===== config.mk =====
export PLATFORM = sky130hd
export DESIGN_NAME = dmem_readback_engine
export DESIGN_NICKNAME = d
export VERILOG_FILES = /design/src/rtl/dmem_readback_engine.sv
export SDC_FILE = /design/constraint.sdc
export NUM_CORES = 1
export LEC_CHECK = 0
export ABC_AREA = 1
export CAP_MARGIN = 5
export CORE_UTILIZATION = 51
export DETAILED_ROUTE_END_ITERATION = 8
export HOLD_SLACK_MARGIN = 0.02
export PLACE_DENSITY = 0.86
export SLEW_MARGIN = 20
export SYNTH_ARGS = -nofsm -noshare
export SYNTH_HDL_FRONTEND = slang
export SYNTH_SLANG_ARGS = --single-unit

===== constraint.sdc =====
create_clock -name clk -period 3.1 [get_ports clk]
set_clock_uncertainty 0.15 [all_clocks]
set_input_delay 0.31 -clock clk [delete_from_list [all_inputs] [get_ports clk]]
set_output_delay 0.31 -clock clk [all_outputs]
set_load 0.01 [all_outputs]

===== src/rtl/dmem_readback_engine.sv =====
// dmem_readback_engine: walks a contiguous block of data memory from one start
// command and streams each word out over a valid/ready interface. A credit-gated
// issue stage keeps every outstanding read guaranteed a slot in the output FIFO,
// so memory read latency and consumer backpressure never lose a word.
module dmem_readback_engine #(
  parameter int unsigned DATA_WIDTH  = 32,
  parameter int unsigned ADDR_WIDTH  = 32,
  parameter int unsigned WORD_BYTES  = 4,
  parameter int unsigned CNT_WIDTH   = 8,
  parameter int unsigned MEM_LATENCY = 1,
  parameter int unsigned FIFO_DEPTH  = 4
) (
  input  logic                  clk,
  input  logic                  reset,
  input  logic                  start,
  input  logic [ADDR_WIDTH-1:0] base_addr,
  input  logic [CNT_WIDTH-1:0]  word_count,
  input  logic                  descend,
  input  logic                  abort,
  output logic                  mem_enable,
  output logic [ADDR_WIDTH-1:0] mem_address,
  input  logic [DATA_WIDTH-1:0] mem_read_data,
  output logic                  out_valid,
  input  logic                  out_ready,
  output logic [DATA_WIDTH-1:0] out_data,
  output logic [CNT_WIDTH-1:0]  out_index,
  output logic                  busy,
  output logic                  done,
  output logic                  error
);

  localparam int unsigned PTR_W = $clog2(FIFO_DEPTH);
  localparam int unsigned OCC_W = PTR_W + 1;
  localparam int unsigned INF_W = $clog2(MEM_LATENCY + 2);
  localparam int unsigned SUM_W = ((OCC_W > INF_W) ? OCC_W : INF_W) + 1;
  localparam logic [ADDR_WIDTH-1:0] STRIDE     = ADDR_WIDTH'(WORD_BYTES);
  localparam logic [ADDR_WIDTH-1:0] ALIGN_MASK = ADDR_WIDTH'(WORD_BYTES - 1);

  typedef enum logic [1:0] {
    S_IDLE  = 2'd0,
    S_ISSUE = 2'd1,
    S_DRAIN = 2'd2,
    S_DONE  = 2'd3
  } state_t;

  state_t                state_q, state_d;
  logic [CNT_WIDTH-1:0]  cnt_q;
  logic [CNT_WIDTH-1:0]  issued_q;
  logic [CNT_WIDTH-1:0]  accepted_q;
  logic                  desc_q;
  logic [ADDR_WIDTH-1:0] cur_addr_q;
  logic [CNT_WIDTH-1:0]  mem_index_q;

  logic                  vld_pipe [MEM_LATENCY];
  logic [CNT_WIDTH-1:0]  idx_pipe [MEM_LATENCY];

  logic [DATA_WIDTH-1:0] fifo_data [FIFO_DEPTH];
  logic [CNT_WIDTH-1:0]  fifo_idx  [FIFO_DEPTH];
  logic [PTR_W-1:0]      wr_ptr, rd_ptr;
  logic [OCC_W-1:0]      occ;

  logic [INF_W-1:0]      in_flight;
  logic                  credit_c;
  logic                  push_c, pop_c;
  logic                  issue_c, start_ok_c, start_bad_c, kill_c;
  logic [ADDR_WIDTH-1:0] issue_addr_c, next_addr_c;
  logic                  issue_desc_c;
  logic [CNT_WIDTH-1:0]  issue_idx_c;

  // FIFO head is presented first-word-fall-through; outputs read 0 when empty
  assign out_valid = (occ != '0);
  assign out_data  = out_valid ? fifo_data[rd_ptr] : '0;
  assign out_index = out_valid ? fifo_idx[rd_ptr]  : '0;
  assign pop_c     = out_valid & out_ready;
  assign push_c    = vld_pipe[MEM_LATENCY-1];

  // Reads outstanding: the request on the port now plus tags still in the pipe
  always_comb begin
    in_flight = INF_W'(mem_enable);
    for (int i = 0; i < int'(MEM_LATENCY); i++) begin
      in_flight = in_flight + INF_W'(vld_pipe[i]);
    end
  end

  // Issue only if the word is guaranteed a FIFO slot when it returns
  assign credit_c = (SUM_W'(occ) + SUM_W'(in_flight)) < SUM_W'(FIFO_DEPTH);

  // Next-state and per-cycle control decisions
  always_comb begin
    state_d     = state_q;
    issue_c     = 1'b0;
    start_ok_c  = 1'b0;
    start_bad_c = 1'b0;
    kill_c      = 1'b0;
    case (state_q)
      S_IDLE: begin
        if (start && !abort) begin
          if ((word_count == '0) || ((base_addr & ALIGN_MASK) != '0)) begin
            start_bad_c = 1'b1;
          end else begin
            start_ok_c = 1'b1;
            issue_c    = 1'b1;
            state_d    = S_ISSUE;
          end
        end
      end
      S_ISSUE: begin
        if (abort) begin
          kill_c = 1'b1;
        end else if (issued_q == cnt_q) begin
          state_d = S_DRAIN;
        end else if (credit_c) begin
          issue_c = 1'b1;
        end
      end
      S_DRAIN: begin
        if (abort) begin
          kill_c = 1'b1;
        end else if ((in_flight == '0) && (occ == '0) && (accepted_q == cnt_q)) begin
          state_d = S_DONE;
        end
      end
      S_DONE: begin
        kill_c  = abort;
        state_d = S_IDLE;
      end
      default: state_d = S_IDLE;
    endcase
    if (kill_c) begin
      state_d = S_IDLE;
    end
  end

  // The first word is issued straight from the start command to save a cycle
  always_comb begin
    issue_addr_c = start_ok_c ? base_addr : cur_addr_q;
    issue_desc_c = start_ok_c ? descend : desc_q;
    issue_idx_c  = start_ok_c ? '0 : issued_q;
    next_addr_c  = issue_desc_c ? (issue_addr_c - STRIDE) : (issue_addr_c + STRIDE);
  end

  // State register and burst bookkeeping
  always_ff @(posedge clk or negedge reset) begin
    if (!reset) begin
      state_q    <= S_IDLE;
      cnt_q      <= '0;
      desc_q     <= 1'b0;
      cur_addr_q <= '0;
      issued_q   <= '0;
      accepted_q <= '0;
    end else begin
      state_q <= state_d;
      if (start_ok_c) begin
        cnt_q      <= word_count;
        desc_q     <= descend;
        accepted_q <= '0;
      end else if (pop_c) begin
        accepted_q <= accepted_q + CNT_WIDTH'(1);
      end
      if (issue_c) begin
        cur_addr_q <= next_addr_c;
        issued_q   <= issue_idx_c + CNT_WIDTH'(1);
      end
    end
  end

  // Registered read request port; address holds between requests
  always_ff @(posedge clk or negedge reset) begin
    if (!reset) begin
      mem_enable  <= 1'b0;
      mem_address <= '0;
      mem_index_q <= '0;
    end else begin
      mem_enable <= issue_c;
      if (issue_c) begin
        mem_address <= issue_addr_c;
        mem_index_q <= issue_idx_c;
      end
    end
  end

  // Return tag pipe tracks which cycle's mem_read_data belongs to which word
  always_ff @(posedge clk or negedge reset) begin
    if (!reset) begin
      for (int i = 0; i < int'(MEM_LATENCY); i++) begin
        vld_pipe[i] <= 1'b0;
        idx_pipe[i] <= '0;
      end
    end else if (kill_c) begin
      for (int i = 0; i < int'(MEM_LATENCY); i++) begin
        vld_pipe[i] <= 1'b0;
      end
    end else begin
      vld_pipe[0] <= mem_enable;
      idx_pipe[0] <= mem_index_q;
      for (int i = 1; i < int'(MEM_LATENCY); i++) begin
        vld_pipe[i] <= vld_pipe[i-1];
        idx_pipe[i] <= idx_pipe[i-1];
      end
    end
  end

  // FIFO pointers and occupancy; abort flushes
  always_ff @(posedge clk or negedge reset) begin
    if (!reset) begin
      wr_ptr <= '0;
      rd_ptr <= '0;
      occ    <= '0;
    end else if (kill_c) begin
      wr_ptr <= '0;
      rd_ptr <= '0;
      occ    <= '0;
    end else begin
      if (push_c) begin
        wr_ptr <= wr_ptr + PTR_W'(1);
      end
      if (pop_c) begin
        rd_ptr <= rd_ptr + PTR_W'(1);
      end
      occ <= occ + OCC_W'(push_c) - OCC_W'(pop_c);
    end
  end

  // FIFO storage; contents are don't-care until occupancy covers them
  always_ff @(posedge clk) begin
    if (push_c && !kill_c) begin
      fifo_data[wr_ptr] <= mem_read_data;
      fifo_idx[wr_ptr]  <= idx_pipe[MEM_LATENCY-1];
    end
  end

  // Status outputs follow the state being entered
  always_ff @(posedge clk or negedge reset) begin
    if (!reset) begin
      busy  <= 1'b0;
      done  <= 1'b0;
      error <= 1'b0;
    end else begin
      busy  <= (state_d == S_ISSUE) || (state_d == S_DRAIN);
      done  <= (state_d == S_DONE);
      error <= start_bad_c;
    end
  end

endmodule


# [After elaboration in Yosys (flattened, before gate mapping)]
# Memory sizes are Yosys's and may differ from the RTL's.
# Index checks and enable logic that the tools add are counted.
[op_classes] order_cmp=1 eq_ne=8 muxes=36 n_addsub=10 bitwise_logic=1 reduce_logical=18
[op_table] operator="$mux W32" n=3
[op_table] operator="$add A32 B3 Y32 const B" n=1
[op_table] operator="$mux W8" n=4
[op_table] operator="$reduce_bool A32 Y1" n=1
[op_table] operator="$sub A32 B3 Y32 const B" n=1
[op_table] operator="$mux W2" n=11
[op_table] operator="$add A8 B1 Y8 const B" n=2
[op_table] operator="$eq A8 B8 Y1" n=2
[op_table] operator="$mux W1" n=14
[op_table] operator="$eq A2 B2 Y1 const B" n=4
[op_table] operator="$logic_not A8 Y1" n=1
[op_table] operator="$pmux W2 S4" n=1
[op_table] operator="$reduce_bool A2 Y1" n=3
[op_table] operator="$add A2 B1 Y2 const B" n=2
[op_table] operator="$add A3 B2 Y4" n=1
[op_table] operator="$eq A2 B1 Y1 const B" n=2
[op_table] operator="$logic_and A1 B1 Y1" n=4
[op_table] operator="$logic_not A2 Y1" n=2
[op_table] operator="$lt A4 B3 Y1 const B" n=1
[op_table] operator="$pmux W1 S2" n=2
[op_table] operator="$add A3 B1 Y3" n=1
[op_table] operator="$logic_not A3 Y1" n=1
[op_table] operator="$mux W3" n=1
[op_table] operator="$reduce_bool A3 Y1" n=1
[op_table] operator="other kinds (6)" n=8
[totals] ramBits=160 ff_bits=119 n_memories=2 output_inout_bits=77 input_bits=78 word_cells=93
[memory_table] memory="fifo_data" words=4 word_bits=32 read_ports=1 rd_clocked_by_memory_dff=0 write_ports=1 line_no="57" text="logic [DATA_WIDTH-1:0] fifo_data [FIFO_DEPTH];"
[memory_table] memory="fifo_idx" words=4 word_bits=8 read_ports=1 rd_clocked_by_memory_dff=0 write_ports=1 line_no="58" text="logic [CNT_WIDTH-1:0] fifo_idx [FIFO_DEPTH];"

# [Depth between registers and ports, before layout]
# Gate-level depths: netlist (run 1).
[depth] word_depth=10 mapped_depth=24

# [Least setup slack after synthesis (run 1)]
# Ideal clock, no wire load.
[synth_timing] path_type="register -> register" startpoint="register state_q[1]" endpoint="memory fifo_data[0][0] (enable)" n_path_buf=1 stages_incl_launch_ff=7 arrival_ps=2715 required_time_ps=2513 setup_slack_ps=-202 setup_ps=437 path_cell_list="dfrtp_1 -> inv_1 -> nand2_2 -> nand2_1 -> clkbuf_1 -> nand2_1 -> nor2_1"
[synth_between] elab_chain_cells=7 elab_cells_between_ends=9
[synth_lines] item="start: declaration" line_no="46" text="state_t state_q, state_d;"
[synth_lines] item="start signal: assignment" line_no="152" text="state_q <= state_d;"
[synth_lines] item="$eq A2 B2 Y1 or $eq A2 B1 Y1 (tied branches)" line_no="95" text="case (state_q)"
[synth_lines] item="$reduce_or A2 Y1 (no source line)"
[synth_lines] item="$pmux W1 S2 (*)" line_no="95"
[synth_lines] item="$logic_not A1 Y1 (*)" line_no="226" text="if (push_c && !kill_c) begin"
[synth_lines] item="$logic_and A1 B1 Y1 (*)" line_no="226"
[synth_lines] item="$mux W1 (*)" line_no="226"
[synth_lines] item="$mux W1 (not written as such) (*)" line_no="227" text="fifo_data[wr_ptr] <= mem_read_data;"
[synth_lines] item="end: declaration" line_no="57"
# Mark *: on every way between the ends. The rest lies on a longest branch, timed or not.

# [Worst setup path after layout (run 1)]
[layout_timing] startpoint="register state_q[1]" endpoint="register cur_addr_q[22]"
[layout_between] elab_chain_cells=5 elab_cells_between_ends=9
[layout_lines] item="$logic_not A2 Y1 (*)" line_no="95"
[layout_lines] item="$mux W1 (*)" line_no="95"
[layout_lines] item="$mux W32 (*)" line_no="136" text="issue_addr_c = start_ok_c ? base_addr : cur_addr_q;"
[layout_lines] item="named net issue_addr_c[4]" line_no="66" text="logic [ADDR_WIDTH-1:0] issue_addr_c, next_addr_c;"
[layout_lines] item="$add A32 B3 Y32 or $sub A32 B3 Y32 (tied branches)" line_no="139" text="next_addr_c = issue_desc_c ? (issue_addr_c - STRIDE) : (issue_addr_c + STRIDE);"
[layout_lines] item="$mux W32 (*)" line_no="139"
[layout_lines] item="end signal: assignment" line_no="161" text="cur_addr_q <= next_addr_c;"
[layout_lines] item="end: declaration" line_no="51" text="logic [ADDR_WIDTH-1:0] cur_addr_q;"
# Mark *: on every way through the listed nets, which the timed path passes. The rest lies on a longest branch.
# A chain may end at the register's enable or synchronous reset.

==> results of run 1 <==
[state kept, by name, summed over array words and instances, names as in the netlist, 2 cells and up]
name	count
fifo_data	128
cur_addr_q	32
fifo_idx	32
mem_address	30
accepted_q	8
cnt_q	8
idx_pipe	8
issued_q	8
mem_index_q	8
occ	3
rd_ptr	2
state_q	2
wr_ptr	2
[worst max-delay path, stage by stage, from the launching register on]
cell and delay (ns):
sky130_fd_sc_hd__dfrtp_1 0.39, sky130_fd_sc_hd__inv_2 0.08, sky130_fd_sc_hd__nand2_4 0.06, sky130_fd_sc_hd__nor2_4 0.16, sky130_fd_sc_hd__nand3_2 0.10, sky130_fd_sc_hd__inv_2 0.10
sky130_fd_sc_hd__buf_12 0.18, sky130_fd_sc_hd__nand2_1 0.10, sky130_fd_sc_hd__o21ai_0 0.20, sky130_fd_sc_hd__ha_4 0.29, sky130_fd_sc_hd__nand3_1 0.10, sky130_fd_sc_hd__nand3_2 0.10
sky130_fd_sc_hd__nand2_1 0.09, sky130_fd_sc_hd__nand2_1 0.10, sky130_fd_sc_hd__nand2_1 0.10, sky130_fd_sc_hd__nand2_2 0.09, sky130_fd_sc_hd__nand2_1 0.07, sky130_fd_sc_hd__nand2_1 0.07
sky130_fd_sc_hd__nand2_1 0.06, sky130_fd_sc_hd__nand2_1 0.07, sky130_fd_sc_hd__a21oi_1 0.12, sky130_fd_sc_hd__o21ai_1 0.07, sky130_fd_sc_hd__nand2_1 0.06
[layout by cell type, fill, tap and decap left out, types with 3 or more instances in the layout]
master,n
sky130_fd_sc_hd__a21o_1,5
sky130_fd_sc_hd__edfxtp_1,160
sky130_fd_sc_hd__nor3_1,10
sky130_fd_sc_hd__nand3_2,4
sky130_fd_sc_hd__o21a_1,5
sky130_fd_sc_hd__nand2_1,295
sky130_fd_sc_hd__clkinv_2,7
sky130_fd_sc_hd__nor2_2,8
sky130_fd_sc_hd__nor3_2,5
sky130_fd_sc_hd__clkinv_1,3
sky130_fd_sc_hd__ha_4,17
sky130_fd_sc_hd__ha_1,21
sky130_fd_sc_hd__buf_12,10
sky130_fd_sc_hd__o22ai_1,4
sky130_fd_sc_hd__xnor2_1,10
sky130_fd_sc_hd__clkinvlp_4,3
sky130_fd_sc_hd__nor2_4,6
sky130_fd_sc_hd__a21oi_1,81
sky130_fd_sc_hd__o21ai_0,137
sky130_fd_sc_hd__a31oi_1,18
sky130_fd_sc_hd__clkbuf_1,3
sky130_fd_sc_hd__dfrtp_1,116
sky130_fd_sc_hd__clkbuf_16,32
sky130_fd_sc_hd__nor2_1,229
sky130_fd_sc_hd__nand2_4,10
sky130_fd_sc_hd__inv_1,99
sky130_fd_sc_hd__nand4_1,10
sky130_fd_sc_hd__nand2_2,15
sky130_fd_sc_hd__buf_6,3
sky130_fd_sc_hd__nand3_1,32
sky130_fd_sc_hd__a21oi_2,14
sky130_fd_sc_hd__inv_2,8
sky130_fd_sc_hd__clkdlybuf4s50_1,153
sky130_fd_sc_hd__buf_4,132
sky130_fd_sc_hd__o21ai_1,27
sky130_fd_sc_hd__xor2_1,12
[metal layers]
metal | vias to the layer above | track usage | share of wire
met4 | 0 | 0.07009 | 0.016
met5 | - | 0 | 0
met2 | 418 | 0.4526 | 0.50
met1 | 5388 | 0.3285 | 0.41
li1 | 5374 | - | -
met3 | 55 | 0.04292 | 0.074
[per-stage QoR]
stage	hold slack [ns]	setup slack (ns)	TNS, ns
5_1_grt	0.2205	-0.07683	-0.4850
3_5_place_dp	0.3099	-0.3745	-5.529
4_1_cts	0.1856	0.0006020	0
3_3_place_gp	0.3053	-0.3153	-4.113
6_report	0.2050	0.06440	0
2_1_floorplan	-0.1356	-0.2022	-32.34
[worst max path at each step]
| stage | startpoint | to | slack [ns] | depth (start not counted) |
|---|---|---|---|---|
| after floorplan | state_q[1] | fifo_data[0][0] | -0.20 | 6 |
| after detailed placement | abort | cur_addr_q[28] | -0.37 | 17 |
| after global routing | state_q[1] | cur_addr_q[22] | -0.08 | 22 |
| final | state_q[1] | cur_addr_q[22] | 0.06 | 22 |
| after CTS | state_q[1] | cur_addr_q[22] | 0.0006 | 21 |
| after global placement | abort | cur_addr_q[28] | -0.32 | 17 |
[power by group through the flow]
stage	clock [W]	combinational, W	sequential, W
6_report	0.00337	0.00961	0.00524
2_1_floorplan	0	0.00461	0.00522
3_5_place_dp	0	0.00860	0.00529
3_3_place_gp	0	0.00837	0.00526
5_1_grt	0.00358	0.0105	0.00532
4_1_cts	0.00342	0.00873	0.00524
[kinds of logic after synthesis]
family | Yosys count
buffers and inverters | 167
adder cells (fa/ha/maj) | 42
AO/OA/AOI/OAI | 299
flip-flops | 277
XOR/XNOR | 22
AND/OR/NAND/NOR | 633
[what timing repair did]
| action | CTS | global route |
|---|---|---|
| endpoints found under the hold margin | 69 | 0 |
| gates resized for setup | 10 | 103 |
| cloned | 0 | 3 |
| pin swaps | 2 | 18 |
| hold buffers | 1 | 0 |
| buffers inserted | 7 | 6 |
| endpoints found under the setup margin | 26 | 46 |
[cell usage after synthesis (all sizes together)]
library cell	n
nor3b	1
o211ai	1
nor2	243
nand2	320
edfxtp	160
xnor2	10
clkinv	2
a31oi	18
xor2	12
nand3b	2
inv	106
a21boi	2
o2111ai	1
clkbuf	33
o22ai	4
o21ai	166
ha	40
nor4	2
nand4	10
o21a	5
buf	26
fa	2
a21oi	95
nor3	15
or2	3
nand3	37
o21bai	1
dfrtp	117
a221oi	1
a21o	5
[layout make-up]
| cell class | instances | area share |
|---|---|---|
| antenna | 1 | 0.0001417 |
| tap | 330 | 0.02338 |
| clock inverter | 18 | 0.009352 |
| sequential | 277 | 0.4381 |
| inverter | 108 | 0.02324 |
| timing repair buffer | 302 | 0.1610 |
| multi-input combinational | 996 | 0.3016 |
| clock buffer | 33 | 0.04315 |
==> results list, run 1 <==
- The tightest min-delay check is of the in -> reg type.
- Endpoint of the worst-slack reg-to-reg timing path: cur_addr_q[22]
- Maximum fanout count along the critical path: 34
- Compared with the post-synthesis result, the final layout area differs by 32.98%.
- For this run, the number of Yosys warnings is 0.
* Xor and xnor fraction of the mapped netlist area: 0.01451
- For this configuration, the core starts out at a cell density of 0.5244.
- Data arrives at the worst endpoint at between 3 and 4 ns.
- The critical path is of the reg -> reg type.
- Number of different library cells in the post-synthesis netlist: between 40 and 50
- Critical register-to-register path startpoint: state_q[1]
* Post-synthesis cell count: 1440
- The clock net in this run drives a total of approximately 280 sinks.
- Once placement completed, the tool counted placed cells totaling about 2000.
- Register-to-register setup slack: 0.06 ns
- The worst hold path begins at word_count[4].
- Switching Fraction: 0.3905
* CP Capture Type: flop
* Global placer's final weighted congestion: just over 0.9
- Synthesized-area fraction occupied by adder cells: 0.04070
* Cell depth of the worst flop-to-flop path: 22
* Largest area contributor in the netlist: sky130_fd_sc_hd__edfxtp_1
- The first TritonRoute pass finished after 6 iterations.
- 155 I/O pins were placed.
- The share of total power dissipated in the clock network is 0.185.
- Area of the mapped netlist: 13280 sq um
* Clock-pin transition on the worst setup and hold timing paths: around 0.06 ns
- TritonCTS clock tree: yes
- The share of total power dissipated in combinational logic is 0.528.
- Total routed wirelength: 35220 um
- Placement-stage cell area: between 15000 and 20000 sq um
- In the final routed layout, each cell accounts on average for between 15 and 20 um.
* Sequential fraction of design power: 0.288
- Row count: between 50 and 60
- Power spread over the standard cell area amounts to roughly 1000 nW/um^2.
- Multiplexer share of the synthesized area: 0
- Fmax: approximately 0.33 GHz
- Synth Area in Compound Gates: 0.1182
- The count of nets left with antenna violations once routing finished came out at 0.
- Buffers added on ports: around 150
- Number of slew-limit violations in the final report: 0
- Clock root buffer: sky130_fd_sc_hd__clkbuf_16
- The first global-routing pass estimated 54580 um of wire.
* Number of vias per cell after detailed routing: approximately 5.4
* Slew at the pin with the worst max-slew slack: 0.9909 ns
* Pin count of the biggest net entering global routing: 74
- Die height: 163.4 um
* Switching power total: between 0.007 and 0.008 W
- Sequential share of the synthesized area: 0.5822
- Initial antenna violation count: 1
* Design internal power: 0.01111 W
* Power, Total: between 0.015 and 0.02 W
- CP Launch Type: flop
- Counting every net in the synthesized netlist gives ~1600.
- Final instance area: 17660 sq um
- Number of nets in the layout: approximately 1800
- In this run the tightest slew margin relative to its limit is 0.3394.
* Area contributors post-synth: sky130_fd_sc_hd__edfxtp_1 (36%), sky130_fd_sc_hd__dfrtp_1 (22%), sky130_fd_sc_hd__nand2_1 (8.8%)
* Floorplan die width: 163.4 um
* Overall global routing resource usage: 0.2580
* Largest family of logic cells by synthesized area: simple AND/OR/NAND/NOR gates
* Required time reported for the critical path endpoint: ~3.4 ns
- After legalization and detailed placement, the total HPWL measured approximately 23000 um.
- Final Hold Vio Count: 0
- Setup repair after global routing could not meet its margin everywhere.
* Run status: complete, no violations
* CTS H-tree depth: 1
- Flop and latch count out of synthesis: ~280
- DRC: 0
* Cts bufs inserted: 28
- Footprint of the flip-flops and latches: roughly 7700 sq um
* Share of layout cells above drive strength 1: 0.1678
- The finished layout holds 2065 standard cells, fillers aside.
- Global routing finished with a remaining overflow of 0.
- Fraction of the core area covered by cells at the end of the flow: 0.6973
- Clk_lat worst skew: roughly 0.54 ns
- The final route contains 11240 vias.
- The number of global-route vias before repair was 11300.
- Summed over all cells, the static leakage comes to 7.389 nW.
- Share of synthesized cell area in and, or, nand and nor gates: 0.1925
- Post-synth top area share: 0.3618
* Ratio of final minimum period to clock period: 0.9792
* Area used by multi-input combinational logic: about 5300 sq um
- In this run, the number of DRC markers left after iteration 0 of detailed routing was 1100.
* Count of fill cells added during filler insertion: roughly 1800
* Average cell area after synthesis: ~9.2 sq um
* Final critical delay including setup and external delays: about 3.0 ns
* Placeable core area: between 20000 and 30000 sq um
- Setup violations remaining at the end of the flow were counted as 0.
* Worst IR Drop VDD: between 0.0006 and 0.0007 V
- The die covers ~27000 sq um.
- Max Cap Violations: 0
- Counting instances, the worst hold path has a depth of 3.
- Endpoint with the worst hold slack: cnt_q[4]
- The longest clock path from root to sink contains 3 buffers.
(Power assumes the default switching activity.)
==> run 2: changes to the inputs <==
--- a/config.mk
+++ b/config.mk
@@ -7,10 +7,12 @@
 export LEC_CHECK = 0
 export ABC_AREA = 1
 export CAP_MARGIN = 5
+export CORE_ASPECT_RATIO = 1.75
 export CORE_UTILIZATION = 51
 export DETAILED_ROUTE_END_ITERATION = 8
 export HOLD_SLACK_MARGIN = 0.02
 export PLACE_DENSITY = 0.86
+export RECOVER_POWER = 25
 export SLEW_MARGIN = 20
 export SYNTH_ARGS = -nofsm -noshare
 export SYNTH_HDL_FRONTEND = slang
==> run 2 against run 1 <==
Compared with the run above: sequential power about the same; fmax decreased by 0.33%; utilization increased by 1.4 points; combinational power increased by 8%; hold slack improved by 0.0091 ns; count of clock-buffer cells in the layout decreased by 5; setup slack got worse by 0.010 ns; power increased by 2.6%.
==> results list, run 2 (same netlist as run 1, synthesis figures left out) <==
- Most common library cell in the layout ignoring fill and taps: sky130_fd_sc_hd__nand2_1
- Largest regs: fifo_data: 128 flops, cur_addr_q: 32 flops, fifo_idx: 32 flops
* Area used by multi-input combinational logic: roughly 5500 sq um
* Worst hold-check path type: in -> reg
- Starting DRT DRC Count: between 700 and 800
* Vias in the first global route: between 10000 and 15000
- Measured against its own limit, the worst slew margin works out to 0.3864.
* Design internal power: between 0.01 and 0.015 W
* Die height: 215.5 um
- For this design the ratio of total power to cell area is about 1000 nW/um^2.
* Number of nets in the layout: about 1900
* Fmax: 0.3283 GHz
* Fin cells: 2088
- Flip-flop count of the largest register after layout: between 100 and 150
- Summing over every cut layer, the via total after detailed routing is between 10000 and 15000.
- Across every metal layer, demand over resource in global routing totals 0.2800.
- For this design, the slowest cell found on the critical path is sky130_fd_sc_hd__dfrtp_1.
- CTS H-tree depth: 1
- Worst IR Drop VDD: ~0.00066 V
- Wires add up to about 38000 um.
* Final Hold Vio Count: 0
- Ratio of final minimum period to clock period: 0.9825
* Maximum fanout count along the critical path: 7
- The floorplan has 77 rows.
* Switching Fraction: 0.3966
- Summing all flip-flop and latch instances after layout gives 7735 sq um.
* Setup-violating endpoint count in the final report: 0
- Cell occurring most often along the worst timing path: sky130_fd_sc_hd__nand2_1
- Of the total power, combinational logic draws 0.554.
- Using the TritonRoute via totals, the vias-per-cell ratio works out to about 5.5.
* Floorplan die width: ~120 um
- Pleak: approximately 7.6 nW
- For this configuration, the core starts out at a cell density of 0.5221.
- fifo_data holds more flip-flops than any other register.
* Remaining Overflow, GRT: 0
- The run finished with clean final reports.
* CP Launch Type: flop
* Number of top-level pins: roughly 160
- Dividing the detail-routed wire length by the instance count gives about 18 um.
- Final critical delay including setup and external delays: ~3.0 ns
- The number of placed instances, taps included, is around 2000.
* Buffers added on ports: between 150 and 200
- Entering global routing, the biggest net connects 70 pins.
- Once detail routing completed, the nets flagged for antenna violations numbered 0.
- The tree is rooted in a sky130_fd_sc_hd__clkbuf_16.
- Part of the power in the clock network: 0.166
- Counting the buffers created by CTS gives 25.
* Clock-pin transition on the worst setup and hold timing paths: about 0.07 ns
* Required time reported for the critical path endpoint: about 3.4 ns
* Power, Total: 0.01869 W
- After filler insertion, the fill cell instance count of the layout stands at ~1800.
* Share of layout cells above drive strength 1: 0.2056
- Critical path arrival: between 3 and 4 ns
- Cell depth of the worst flop-to-flop path: 19
- Counting along the longest clock path gives a buffer depth of 3.
- The worst setup path is captured at a flop.
- Commonest non-fill, non-tap cells in the layout: sky130_fd_sc_hd__nand2_1 (294), sky130_fd_sc_hd__nor2_1 (224), sky130_fd_sc_hd__buf_4 (170)
* Num Clock Sinks: about 280
- WHS Path Cells: 3
- TritonCTS clock tree: yes
- DRC: 0
- After floorplanning, the core was sized to cover between 20000 and 30000 sq um.
- Layout-stage area growth over the synthesis result: 36.23%
* Initial antenna violation count: 1
- For the pin with the worst max-slew slack, the measured transition is 0.9203 ns.
- The clock reaches the later pin of the worst-skew pair after between 0.5 and 0.6 ns.
* Number of slew-limit violations in the final report: 0
- Of the total power, registers draw 0.280.
* Wire length of the first global-routing pass: approximately 58000 um
- DRT Pass-1 Iters: 5
* Global placer's final weighted congestion: slightly below 1
* Crit path largest cell delay: around 0.4 ns
- The signal on the critical path passes through inv_2 -> nand2_4 -> nor2_4 -> nand3_4 -> buf_6 -> buf_4 -> nand2_1 -> nand2_1 -> ha_4 -> buf_4 -> nand2_2 -> nor2_2 -> nand2_1 -> o21ai_4 -> nand3_1 -> nand2_1 -> nand2_1 -> nand3_1 -> nand2_1.
* Worst Path Class, Setup: reg -> reg
- Post-DP HPWL: roughly 26000 um
- Max Cap Violations: 0
- Die footprint: ~27000 sq um
- Switching power total: between 0.007 and 0.008 W
run 2: cell count changes in the layout (fill, tap and decap cells not counted), sizes merged:
cell	delta
clkbuf	-5
buf	+42
clkinvlp	-2
diode	+1
clkinv	-3
clkdlybuf4s50	-32
dlygate4sd3	+32
inv	+4
run 2: repair_timing:
action / 4_1_cts / 5_1_grt
gates resized for setup: 40 / 119
endpoints found under the setup margin: 21 / 27
hold endpoints to repair: 67 / 0
pin swaps: 6 / 31
buffers inserted: 4 / 7
gates cloned: 1 / 2
hold buffers: 1 / 0
run 2: worst paths after layout:
path	from	to	slack (ns)
min in group asynchronous	reset	mem_address[30]	0.29
hold / removal	base_addr[29]	mem_address[29]	0.21
setup / recovery	state_q[1]	cur_addr_q[27]	0.05
max in group asynchronous	reset	mem_address[11]	1.66
hold reg to reg	cur_addr_q[0]	cur_addr_q[0]	0.32
setup reg to reg	state_q[1]	cur_addr_q[27]	0.05
run 2: stage by stage:
| step | hold slack (ns) | area [sq um] | setup slack, ns | util | setup TNS [ns] |
|---|---|---|---|---|---|
| floorplan | -0.1356 | 13280 | -0.2022 | - | -32.34 |
| global placement | 0.3010 | 16430 | -0.6635 | 0.6460 | -12.48 |
| detailed placement | 0.3068 | 16430 | -0.7295 | 0.6460 | -14.61 |
| CTS | 0.2007 | 17500 | 0.001040 | 0.6880 | 0 |
| global route | 0.2222 | 18090 | -0.06832 | 0.7112 | -0.3390 |
| finish | 0.2141 | 18090 | 0.05428 | 0.7113 | 0 |
run 2: power by group through the flow:
stage	clock, W	combinational, W	sequential [W]
floorplan	0	0.00461	0.00522
global placement	0	0.00878	0.00526
detailed placement	0	0.00904	0.00529
CTS	0.00316	0.00942	0.00524
global route	0.00329	0.0113	0.00530
finish	0.00311	0.0104	0.00523
run 2: per-layer routing:
| layer | global-route usage | part of all wire |
|---|---|---|
| met1 | 0.2752 | 0.34 |
| met2 | 0.5256 | 0.54 |
| met3 | 0.04070 | 0.057 |
| met4 | 0.1806 | 0.066 |
| met5 | 0 | 0 |
run 2: worst max-delay path, delay by kind of cell, from the launching register on:
family                     cells  cell delay, ns
adders and majority gates      1            0.32
DFF                            1            0.40
and+or+nand+nor               13            1.32
buffers and inverters          4            0.53
AOI/OAI and AO/OA              1            0.21
run 2: final cells by class:
type	count	share of cell area
Timing Repair Buffer	344	0.1774
Clock buffer	28	0.03631
Clock inverter	17	0.009268
Antenna cell	2	0.0002766
Inverter	108	0.02255
Multi-Input combinational cell	996	0.3048
Sequential cell	277	0.4276
Tap cell	316	0.02185
